File: src/rtl/fan_ctrl_pkg.sv
// Shared level type and duty-fraction helpers for the fan speed controller.
package fan_ctrl_pkg;

  typedef enum logic [1:0] {
    LVL_OFF  = 2'd0,
    LVL_LOW  = 2'd1,
    LVL_MED  = 2'd2,
    LVL_HIGH = 2'd3
  } fan_level_t;

  localparam int unsigned DUTY_LOW_NUM = 32'd2;
  localparam int unsigned DUTY_LOW_DEN = 32'd5;
  localparam int unsigned DUTY_MED_NUM = 32'd7;
  localparam int unsigned DUTY_MED_DEN = 32'd10;

  // Intended for elaboration-time use only; the divisions must not reach hardware.
  function automatic logic [11:0] level_to_duty(input fan_level_t level, input logic [11:0] period);
    logic [31:0] w_p;
    logic [31:0] w_res;
    w_p = {20'd0, period};
    case (level)
      LVL_OFF:  w_res = 32'd0;
      LVL_LOW:  w_res = (w_p * DUTY_LOW_NUM) / DUTY_LOW_DEN;
      LVL_MED:  w_res = (w_p * DUTY_MED_NUM) / DUTY_MED_DEN;
      LVL_HIGH: w_res = w_p;
      default:  w_res = 32'd0;
    endcase
    return w_res[11:0];
  endfunction

endpackage

File: src/rtl/fan_speed_controller_pwm.sv
// Glitch-free PWM: duty is only adopted at the period boundary, output is registered.
module fan_pwm_generator #(
  parameter logic [11:0] PWM_PERIOD = 12'd4000
) (
  input  logic        clk_100MHz,
  input  logic        rst,
  input  logic [11:0] duty,
  output logic        pwm
);

  logic [11:0] r_pcnt;
  logic [11:0] r_duty_act;
  logic        r_pwm;
  logic        w_wrap;

  assign w_wrap = (r_pcnt == (PWM_PERIOD - 12'd1));

  // Period counter, boundary duty latch and registered compare.
  always_ff @(posedge clk_100MHz or posedge rst) begin
    if (rst) begin
      r_pcnt     <= 12'd0;
      r_duty_act <= 12'd0;
      r_pwm      <= 1'b0;
    end else begin
      r_pcnt <= w_wrap ? 12'd0 : (r_pcnt + 12'd1);
      if (w_wrap) begin
        r_duty_act <= duty;
      end
      r_pwm <= (r_pcnt < r_duty_act);
    end
  end

  assign pwm = r_pwm;

endmodule

File: src/rtl/fan_speed_controller.sv
// Temperature-driven fan controller: input capture, sample tick, hysteretic
// level FSM and duty ramp feeding the PWM generator.
module fan_speed_controller
  import fan_ctrl_pkg::*;
#(
  parameter logic [11:0] PWM_PERIOD   = 12'd4000,
  parameter logic [23:0] SAMPLE_TICKS = 24'd10_000_000,
  parameter logic [7:0]  T_LOW        = 8'd25,
  parameter logic [7:0]  T_MED        = 8'd30,
  parameter logic [7:0]  T_HIGH       = 8'd35,
  parameter logic [7:0]  HYST         = 8'd2,
  parameter logic [11:0] RAMP_STEP    = 12'd200
) (
  input  logic        clk_100MHz,
  input  logic        rst,
  input  logic [7:0]  temperature_c,
  output logic        pwm,
  output logic [1:0]  fan_level,
  output logic [11:0] duty,
  output logic        fan_on
);

  localparam logic [1:0] ST_OFF  = LVL_OFF;
  localparam logic [1:0] ST_LOW  = LVL_LOW;
  localparam logic [1:0] ST_MED  = LVL_MED;
  localparam logic [1:0] ST_HIGH = LVL_HIGH;

  localparam logic [11:0] DUTY_LOW = level_to_duty(LVL_LOW, PWM_PERIOD);
  localparam logic [11:0] DUTY_MED = level_to_duty(LVL_MED, PWM_PERIOD);

  // A saturated threshold of 0 can never be undercut, which disables that down step.
  localparam logic [7:0] T_LOW_DN  = (HYST > T_LOW)  ? 8'd0 : (T_LOW  - HYST);
  localparam logic [7:0] T_MED_DN  = (HYST > T_MED)  ? 8'd0 : (T_MED  - HYST);
  localparam logic [7:0] T_HIGH_DN = (HYST > T_HIGH) ? 8'd0 : (T_HIGH - HYST);

  logic [7:0]  r_sync1;
  logic [7:0]  r_sync2;
  logic [7:0]  r_temp_stable;
  logic [23:0] r_tick_cnt;
  logic        w_tick;
  logic [1:0]  r_level;
  logic [1:0]  w_level_nxt;
  logic [11:0] r_duty;
  logic [11:0] w_target;
  logic [11:0] w_delta;
  logic [11:0] w_duty_ramp;
  logic        r_fan_on;

  assign w_tick = (r_tick_cnt == (SAMPLE_TICKS - 24'd1));

  // Synchronizer plus two-cycle agreement filter on the captured temperature.
  always_ff @(posedge clk_100MHz or posedge rst) begin
    if (rst) begin
      r_sync1       <= 8'd0;
      r_sync2       <= 8'd0;
      r_temp_stable <= 8'd0;
    end else begin
      r_sync1 <= temperature_c;
      r_sync2 <= r_sync1;
      if (r_sync2 == r_sync1) begin
        r_temp_stable <= r_sync2;
      end
    end
  end

  // Sample tick counter.
  always_ff @(posedge clk_100MHz or posedge rst) begin
    if (rst) begin
      r_tick_cnt <= 24'd0;
    end else begin
      r_tick_cnt <= w_tick ? 24'd0 : (r_tick_cnt + 24'd1);
    end
  end

  // Next level: one step at most, upward on threshold, downward below threshold minus hysteresis.
  always_comb begin
    w_level_nxt = r_level;
    case (r_level)
      ST_OFF: begin
        if (r_temp_stable >= T_LOW) w_level_nxt = ST_LOW;
        else                        w_level_nxt = ST_OFF;
      end
      ST_LOW: begin
        if (r_temp_stable >= T_MED)         w_level_nxt = ST_MED;
        else if (r_temp_stable < T_LOW_DN)  w_level_nxt = ST_OFF;
        else                                w_level_nxt = ST_LOW;
      end
      ST_MED: begin
        if (r_temp_stable >= T_HIGH)        w_level_nxt = ST_HIGH;
        else if (r_temp_stable < T_MED_DN)  w_level_nxt = ST_LOW;
        else                                w_level_nxt = ST_MED;
      end
      ST_HIGH: begin
        if (r_temp_stable < T_HIGH_DN) w_level_nxt = ST_MED;
        else                           w_level_nxt = ST_HIGH;
      end
      default: w_level_nxt = ST_OFF;
    endcase
  end

  // Ramp toward the new level's target, clamped so it never overshoots.
  always_comb begin
    w_target    = 12'd0;
    w_delta     = 12'd0;
    w_duty_ramp = r_duty;
    case (w_level_nxt)
      ST_OFF:  w_target = 12'd0;
      ST_LOW:  w_target = DUTY_LOW;
      ST_MED:  w_target = DUTY_MED;
      ST_HIGH: w_target = PWM_PERIOD;
      default: w_target = 12'd0;
    endcase
    if (w_target >= r_duty) begin
      w_delta = w_target - r_duty;
      if (w_delta > RAMP_STEP) w_duty_ramp = r_duty + RAMP_STEP;
      else                     w_duty_ramp = w_target;
    end else begin
      w_delta = r_duty - w_target;
      if (w_delta > RAMP_STEP) w_duty_ramp = r_duty - RAMP_STEP;
      else                     w_duty_ramp = w_target;
    end
  end

  // Level, duty and fan_on commit together on the sample tick.
  always_ff @(posedge clk_100MHz or posedge rst) begin
    if (rst) begin
      r_level  <= ST_OFF;
      r_duty   <= 12'd0;
      r_fan_on <= 1'b0;
    end else if (w_tick) begin
      r_level  <= w_level_nxt;
      r_duty   <= w_duty_ramp;
      r_fan_on <= (w_duty_ramp != 12'd0);
    end
  end

  fan_pwm_generator #(
    .PWM_PERIOD(PWM_PERIOD)
  ) u_pwm (
    .clk_100MHz(clk_100MHz),
    .rst       (rst),
    .duty      (r_duty),
    .pwm       (pwm)
  );

  assign fan_level = r_level;
  assign duty      = r_duty;
  assign fan_on    = r_fan_on;

endmodule

File: config.mk
export PLATFORM = sky130hd
export DESIGN_NAME = fan_speed_controller
export DESIGN_NICKNAME = d
export VERILOG_FILES = /design/src/rtl/fan_ctrl_pkg.sv /design/src/rtl/fan_speed_controller_pwm.sv /design/src/rtl/fan_speed_controller.sv
export SDC_FILE = /design/constraint.sdc
export NUM_CORES = 1
export LEC_CHECK = 0
export CORE_MARGIN = 4
export CORE_UTILIZATION = 40
export DETAILED_ROUTE_END_ITERATION = 10
export HOLD_SLACK_MARGIN = 0.05
export SYNTH_ARGS = -nofsm -noshare
export SYNTH_HDL_FRONTEND = slang
export SYNTH_SLANG_ARGS = --single-unit
File: constraint.sdc
create_clock -name clk_100MHz -period 4.2 [get_ports clk_100MHz]
set_input_delay 1.05 -clock clk_100MHz [delete_from_list [all_inputs] [get_ports clk_100MHz]]
set_output_delay 1.05 -clock clk_100MHz [all_outputs]
set_load 0.01 [all_outputs]
# Word-level counts from Yosys, hierarchy flattened
# Cells that the tools add are included.
[totals] regBits=88 input_bits=10 out_inout_bits=16 wordCells=51
[op_classes] add_sub_neg=6 n_lt_le_gt_ge=10 eq_ne=9 muxes=13 reduce_logical=3
[ops] cell="12-bit 2-to-1 mux" count=4
[ops] cell="12-bit one-hot mux with 4 select lines" count=1
[ops] cell="24-bit by 1-bit adder with 24-bit output (second input constant)" count=1
[ops] cell="24-bit equality test (second input constant)" count=1
[ops] cell="12-bit by 8-bit greater-than comparator with 1-bit output (second input constant)" count=2
[ops] cell="24-bit 2-to-1 mux" count=1
[ops] cell="12-bit subtractor" count=2
[ops] cell="8-bit by 5-bit greater-or-equal comparator with 1-bit output (second input constant)" count=2
[ops] cell="8-bit by 5-bit less-than comparator with 1-bit output (second input constant)" count=2
[ops] cell="12-bit by 1-bit adder with 12-bit output (second input constant)" count=1
[ops] cell="12-bit by 8-bit adder with 12-bit output (second input constant)" count=1
[ops] cell="12-bit equality test (second input constant)" count=1
[ops] cell="12-bit greater-or-equal comparator" count=1
[ops] cell="12-bit less-than comparator" count=1
[ops] cell="12-bit nonzero test" count=1
[ops] cell="12-bit by 8-bit subtractor with 12-bit output (second input constant)" count=1
[ops] cell="2-bit equality test (second input constant)" count=4
[ops] cell="8-bit equality test" count=1
[ops] cell="8-bit by 6-bit greater-or-equal comparator with 1-bit output (second input constant)" count=1
[ops] cell="8-bit by 6-bit less-than comparator with 1-bit output (second input constant)" count=1
[ops] cell="2-bit one-hot mux with 4 select lines" count=1
[ops] cell="2-bit 2-to-1 mux" count=3
[ops] cell="2-bit by 1-bit equality test with 1-bit output (second input constant)" count=2
[ops] cell="2-bit logical NOT" count=2
[ops] cell="1-bit 2-to-1 mux" count=3

# Depth between registers and ports, before layout
[depth] depth_word=11 ltp_mapped=21 ltp_nobuf=21

# Hierarchy
# From an unflattened synthesis, not the netlist that was laid out.
[unflattened] hier_cells=515 hier_area_um2=5112.4
[by_module_without_submodules] module="fan_speed_controller" n_inst=1 cells_each=384 area_each_um2=3814.9 seq_area_each_um2=1576.5
[by_module_without_submodules] module="fan_pwm_generator" n_inst=1 cells_each=131 area_each_um2=1297.5 seq_area_each_um2=625.6

# Least setup slack after synthesis
# No wires, ideal clock.
[synth_path] kind="reg2reg" from="reg r_temp_stable[6]" to="reg r_duty[6], in the netlist duty[6]" setup_time_ns=0.125 arrival_ns=4.164 required_time_ns=4.075 path_slack_ns=-0.089 stages_incl_launch_ff=18 path_buffers=0 period_less_slack_ns=4.289 cell_sequence="dfrtp_1 or3_1 o32ai_1 nor2_1 a21oi_1 inv_1 ha_1 ha_1 fa_1 or3_1 o311a_1 a211o_1 and3_1 a211o_1 mux2_2 nor2_1 nor2_1 mux2_2"
[synth_between] elab_chain_cells=10 word_cells_on_any_way=26 cone_classes="2 x add/sub; 9 x order compare; 3 x eq/ne; 11 x mux; 1 x reduce/logical"
[synth_lines] element="start, declared" line="fan_speed_controller.sv:38" rtl="logic [7:0] r_temp_stable;"
[synth_lines] element="start signal, assigned" line="fan_speed_controller.sv:61" rtl="r_temp_stable <= r_sync2;"
[synth_lines] element="8-bit by 5-bit less-than comparator with 1-bit output, on equally long branches" line="fan_speed_controller.sv:90, fan_speed_controller.sv:85"
[synth_lines] element="2-bit 2-to-1 mux or 1-bit 2-to-1 mux (tied branches)" line="fan_speed_controller.sv:90, fan_speed_controller.sv:85"
[synth_lines] element="2-bit 2-to-1 mux, on equally long branches" line="fan_speed_controller.sv:89, fan_speed_controller.sv:84"
[synth_lines] element="2-bit one-hot mux with 4 select lines *" line="fan_speed_controller.sv:78" rtl="case (r_level)"
[synth_lines] element="net w_level_nxt[0]" line="fan_speed_controller.sv:42" rtl="logic [1:0] w_level_nxt;"
[synth_lines] element="2-bit equality test, or another cell as far along" line="fan_speed_controller.sv:106" rtl="case (w_level_nxt)"
[synth_lines] element="12-bit one-hot mux with 4 select lines *" line="fan_speed_controller.sv:106"
[synth_lines] element="12-bit subtractor, on equally long branches" line="fan_speed_controller.sv:118, fan_speed_controller.sv:114"
[synth_lines] element="12-bit by 8-bit greater-than comparator with 1-bit output, on equally long branches" line="fan_speed_controller.sv:119, fan_speed_controller.sv:115"
[synth_lines] element="12-bit 2-to-1 mux, on equally long branches" line="fan_speed_controller.sv:119, fan_speed_controller.sv:115"
[synth_lines] element="12-bit 2-to-1 mux *" line="fan_speed_controller.sv:113" rtl="if (w_target >= r_duty) begin"
[synth_lines] element="end signal, assigned" line="fan_speed_controller.sv:132" rtl="r_duty <= w_duty_ramp;"
[synth_lines] element="end, declared" line="fan_speed_controller.sv:43" rtl="logic [11:0] r_duty;"
# The timed path passes the listed nets; every way through them passes the cells marked *. The select of a mux whose other input is x is not followed.
# A chain may end at the register's enable or synchronous reset.

# Worst setup path after layout
[layout_path] from="reg r_temp_stable[6]" to="reg r_fan_on, in the netlist fan_on"
[layout_between] elab_chain_cells=11 word_cells_on_any_way=27 cone_classes="2 x add/sub; 9 x order compare; 3 x eq/ne; 11 x mux; 2 x reduce/logical"
[layout_lines] element="8-bit by 5-bit less-than comparator with 1-bit output" line="fan_speed_controller.sv:90" rtl="else if (r_temp_stable < T_MED_DN) w_level_nxt = ST_LOW;"
[layout_lines] element="2-bit 2-to-1 mux" line="fan_speed_controller.sv:90"
[layout_lines] element="2-bit 2-to-1 mux" line="fan_speed_controller.sv:89" rtl="if (r_temp_stable >= T_HIGH) w_level_nxt = ST_HIGH;"
[layout_lines] element="2-bit one-hot mux with 4 select lines *" line="fan_speed_controller.sv:78"
[layout_lines] element="net w_level_nxt[1]" line="fan_speed_controller.sv:42"
[layout_lines] element="2-bit equality test, or another cell as far along" line="fan_speed_controller.sv:106"
[layout_lines] element="12-bit one-hot mux with 4 select lines *" line="fan_speed_controller.sv:106"
[layout_lines] element="12-bit subtractor, on equally long branches" line="fan_speed_controller.sv:118, fan_speed_controller.sv:114"
[layout_lines] element="12-bit by 8-bit greater-than comparator with 1-bit output, on equally long branches" line="fan_speed_controller.sv:119, fan_speed_controller.sv:115"
[layout_lines] element="12-bit 2-to-1 mux, on equally long branches" line="fan_speed_controller.sv:119, fan_speed_controller.sv:115"
[layout_lines] element="12-bit 2-to-1 mux *" line="fan_speed_controller.sv:113"
[layout_lines] element="12-bit nonzero test *" line="fan_speed_controller.sv:133" rtl="r_fan_on <= (w_duty_ramp != 12'd0);"
[layout_lines] element="end signal, assigned" line="fan_speed_controller.sv:133"
[layout_lines] element="end, declared" line="fan_speed_controller.sv:47" rtl="logic r_fan_on;"
# Marked as above.

==> summary.md <==
| Metric | Value |
|---|---|
| Status | `finished, final reports clean` |
| Post-synth top area share | `a little over two fifths` |
| RSZ-0062 raised after global routing | `true` |
| Detailed Routing Iterations Pass 1 | `5` |
| Combinational power share | `between 40% and 50%` |
| Final min period | `roughly 4200 ps` |
| Synth warnings | `0` |
| IO Port Bufs | `25` |
| CTS tree | `done` |
| Worst vdd ir | `0.3622 mV` |
| Worst r2r path cells | `17` |
| N_diodes | `0` |
| Post-Route WL | `11.67 mm` |
| Startpoint Class | `register` |
| Seq. cell area | `0.002205 mm²` |
| GPL Wtd Cong | `0.8848` |
| Gate Count Post-Synth | `slightly above 500` |
| Synth Flop Type | `dfrtp_1` |
| Clk root buf | `clkbuf_16` |
| Post-Syn Nets | `between 500 and 600` |
| Area of the multi-input gates | `0.003054 mm²` |
| Final HPWL from detailed placement | `between 8 and 9 mm` |
| First-pass GRT wire length | `roughly 20 mm` |
| Post-synthesis async set-or-reset flop share | `between 90% and 100%` |
| Final setup TNS | `0 ps` |
| Critical path data arrival time | `roughly 4400 ps` |
| Lkg Pwr | `about 2.8 nW` |
| # fillers | `between 1000 and 1500` |
| H-tree lvl count | `3` |
| WL/cell | `15.48 µm` |
| Core ar. | `between 0.01 and 0.015 mm²` |
| Sequential share of power | `~30%` |
| Non-Filler Instances | `754` |
| Vias | `about 4000` |
| Initial antenna violation count | `0` |
| I/O pins | `26` |
| Post-route antenna net violation count | `0` |
| Initial core utilization | `between 40% and 50%` |
| Synth area leaders | `dfrtp_1 43%, ha_1 8.5%, xor2_1 4.6%, xnor2_1 3.9%, mux2_2 3.1%` |
| HP Class | `reg -> reg` |
| Vias per cell | `5.313` |
| Synth top cells by count | `88 x dfrtp_1, 38 x nor2_1, 35 x ha_1, 34 x nand2_1, 32 x inv_1` |
| Worst-margin pin slew | `roughly 840 ps` |
| Fin Hold WS | `roughly 390 ps` |
| Largest net degree at the start of global routing | `between 40 and 50` |
| Required time of the critical path | `roughly 4400 ps` |
| Vias in the first global route | `4039` |
| Max-Cap Viols | `0` |
| EDFF count, synth | `0` |
| Hold Vio Cnt, Final | `0` |
| Mean post-synth cell area | `between 9 and 10 µm²` |
| Area growth syn-to-layout | `26.36%` |
| Slew Viols, Final | `0` |
| Die footprint | `around 0.015 mm²` |
| Longest Clk Path Bufs | `2` |
| Reg clk slew, reported paths | `60 ps` |
| Die height | `approximately 120 µm` |
| Final Setup Violations | `0` |
| CP Class | `reg -> reg` |
| Internal power | `slightly below 2 mW` |
| Post-CTS Hold Fix Bufs | `0` |
| CTS Sinks | `88` |
| Net load switching power | `0.9383 mW` |
| Power per cell area | `~450 mW/mm²` |
| Worst-path maximum fanout | `7` |
| Pwr Total | `2.905 mW` |
| Num rows | `a little over 40` |
| DR DRC count | `0` |
| Die X-Extent | `approximately 120 µm` |
| Post-Syn Area | `between 0.005 and 0.006 mm²` |
| CTS Buf Count | `9` |
| Post-synth top area cell | `dfrtp_1` |
| Initial DRC Count | `between 200 and 250` |
| Hold depth | `0` |
| Post-synthesis sequential area ratio | `between 40% and 50%` |
| Slew margin rel. | `43.75%` |
| Final period util | `99.85%` |
| Most common cell in the netlist | `dfrtp_1` |
| Synth Register Bits | `88` |
| Layout cells sized above 1 | `a little over a fifth` |
| GRT Util Overall | `16.72%` |
| Clk_skew | `7.737 ps` |
| Peak Freq | `between 200 and 250 MHz` |
| Grt ovf | `0` |
| Crit. End Element | `register` |
| Clock group share of total power | `between 20 and 30%` |
| Finished Core Util | `a little over 50%` |
| Count of distinct cell types in the synthesized netlist | `62` |
| Cells after DPL | `732` |
| Clk Latency, worst-skew pair | `between 300 and 400 ps` |
| Sw Ratio | `32.30%` |
| Nets | `between 600 and 700` |
cells by family (layout without fill, tap and decap cells):
| logic type | Yosys count | in the layout | share of synthesized area, % |
|---|---|---|---|
| mux | 16 | 16 | 3.460 |
| fa+ha+maj | 36 | 36 | 8.918 |
| compound gates | 111 | 111 | 15.67 |
| flops | 88 | 88 | 42.88 |
| buf+inv | 46 | 113 | 3.484 |
| simple gates | 168 | 168 | 17.06 |
| xor+xnor | 50 | 50 | 8.528 |
what timing repair did:
action	4_1_cts	5_1_grt
setup endpoints to repair	5	10
setup buffers	0	7
resized for setup	15	47
pin swaps	6	25
critical path, stage by stage (launching register included):
cell and delay, ps:
dfrtp_1 370, or3_4 420, buf_4 160, o21a_1 200, o32a_1 250, buf_4 170
ha_4 280, ha_4 210, buf_4 150, and3b_1 180, o221a_2 230, o2111a_1 250
o21a_1 150, a211o_1 320, mux2_4 280, nor2_4 120, o2111ai_2 140, o22a_1 190
state kept, by name, indices dropped and copies added (netlist names):
signal            flops
duty                 12
fan_level             2
fan_on                1
r_sync1               8
r_sync2               8
r_temp_stable         8
r_tick_cnt           24
u_pwm.pwm             1
u_pwm.r_duty_act     12
u_pwm.r_pcnt         12
metal layers:
metal / global-route usage (%) / vias up / wire length [µm]
met4: 5.252 / 0 / 117
li1: - / 1954 / -
met1: 23.71 / 1975 / 5651
met2: 26.08 / 63 / 5638
met5: 0 / - / 0
met3: 2.890 / 14 / 267
worst paths after layout:
kind                                   from               end  slack (ps)
setup / recovery           r_temp_stable[6]            fan_on           6
hold / removal                   r_sync1[4]        r_sync2[4]         390
setup reg to reg           r_temp_stable[6]            fan_on           6
hold reg to reg                  r_sync1[4]        r_sync2[4]         390
max in group asynchronous               rst  r_temp_stable[1]        2320
min in group asynchronous               rst   u_pwm.r_pcnt[1]        1180
cell type report:
cell class / instances / share of cell area, %
inverter: 32 / 1.870
tap: 172 / 3.317
multi-input combinational: 381 / 47.07
clock buffer: 9 / 3.471
sequential: 88 / 33.98
clock inverter: 6 / 1.446
timing repair buffer: 66 / 8.851
cells in the final DEF, fill, tap and decap left out, types with 4 or more instances in the layout:
cell / netlist / final
a211o_1: 4 / 4
a21o_1: 13 / 13
a21oi_1: 22 / 18
a21oi_2: 0 / 4
and2_1: 11 / 10
and3_1: 6 / 5
and4_1: 4 / 4
buf_4: 0 / 39
clkbuf_16: 0 / 9
clkdlybuf4s50_1: 0 / 25
dfrtp_1: 88 / 86
ha_1: 35 / 26
ha_4: 0 / 8
inv_1: 32 / 28
mux2_2: 14 / 13
nand2_1: 34 / 32
nand2b_1: 4 / 4
nand3_1: 21 / 20
nand4_1: 7 / 7
nor2_1: 38 / 37
nor2b_1: 4 / 4
nor3_1: 11 / 9
o211ai_1: 7 / 7
o21a_1: 6 / 6
o21ai_0: 24 / 19
o21ai_1: 3 / 4
or3_1: 7 / 5
xnor2_1: 23 / 23
xor2_1: 27 / 27
power by group through the flow:
| stage | combinational, mW | clock, mW | sequential (mW) |
|---|---|---|---|
| 3_3_place_gp | 0.906 | 0 | 0.900 |
| 4_1_cts | 0.960 | 0.870 | 0.886 |
| 6_report | 1.17 | 0.849 | 0.889 |
| 5_1_grt | 1.25 | 0.910 | 0.891 |
| 2_1_floorplan | 0.593 | 0 | 0.896 |
| 3_5_place_dp | 0.919 | 0 | 0.901 |
stage by stage:
step,setup slack (ps),area [µm²]
3_5_place_dp,-160.7,5824
3_3_place_gp,-48.00,5824
4_1_cts,0.3300,6193
2_1_floorplan,1.404,5139
6_report,6.282,6489
5_1_grt,-164.8,6489
Note: power is estimated with default switching activity, not from simulation.
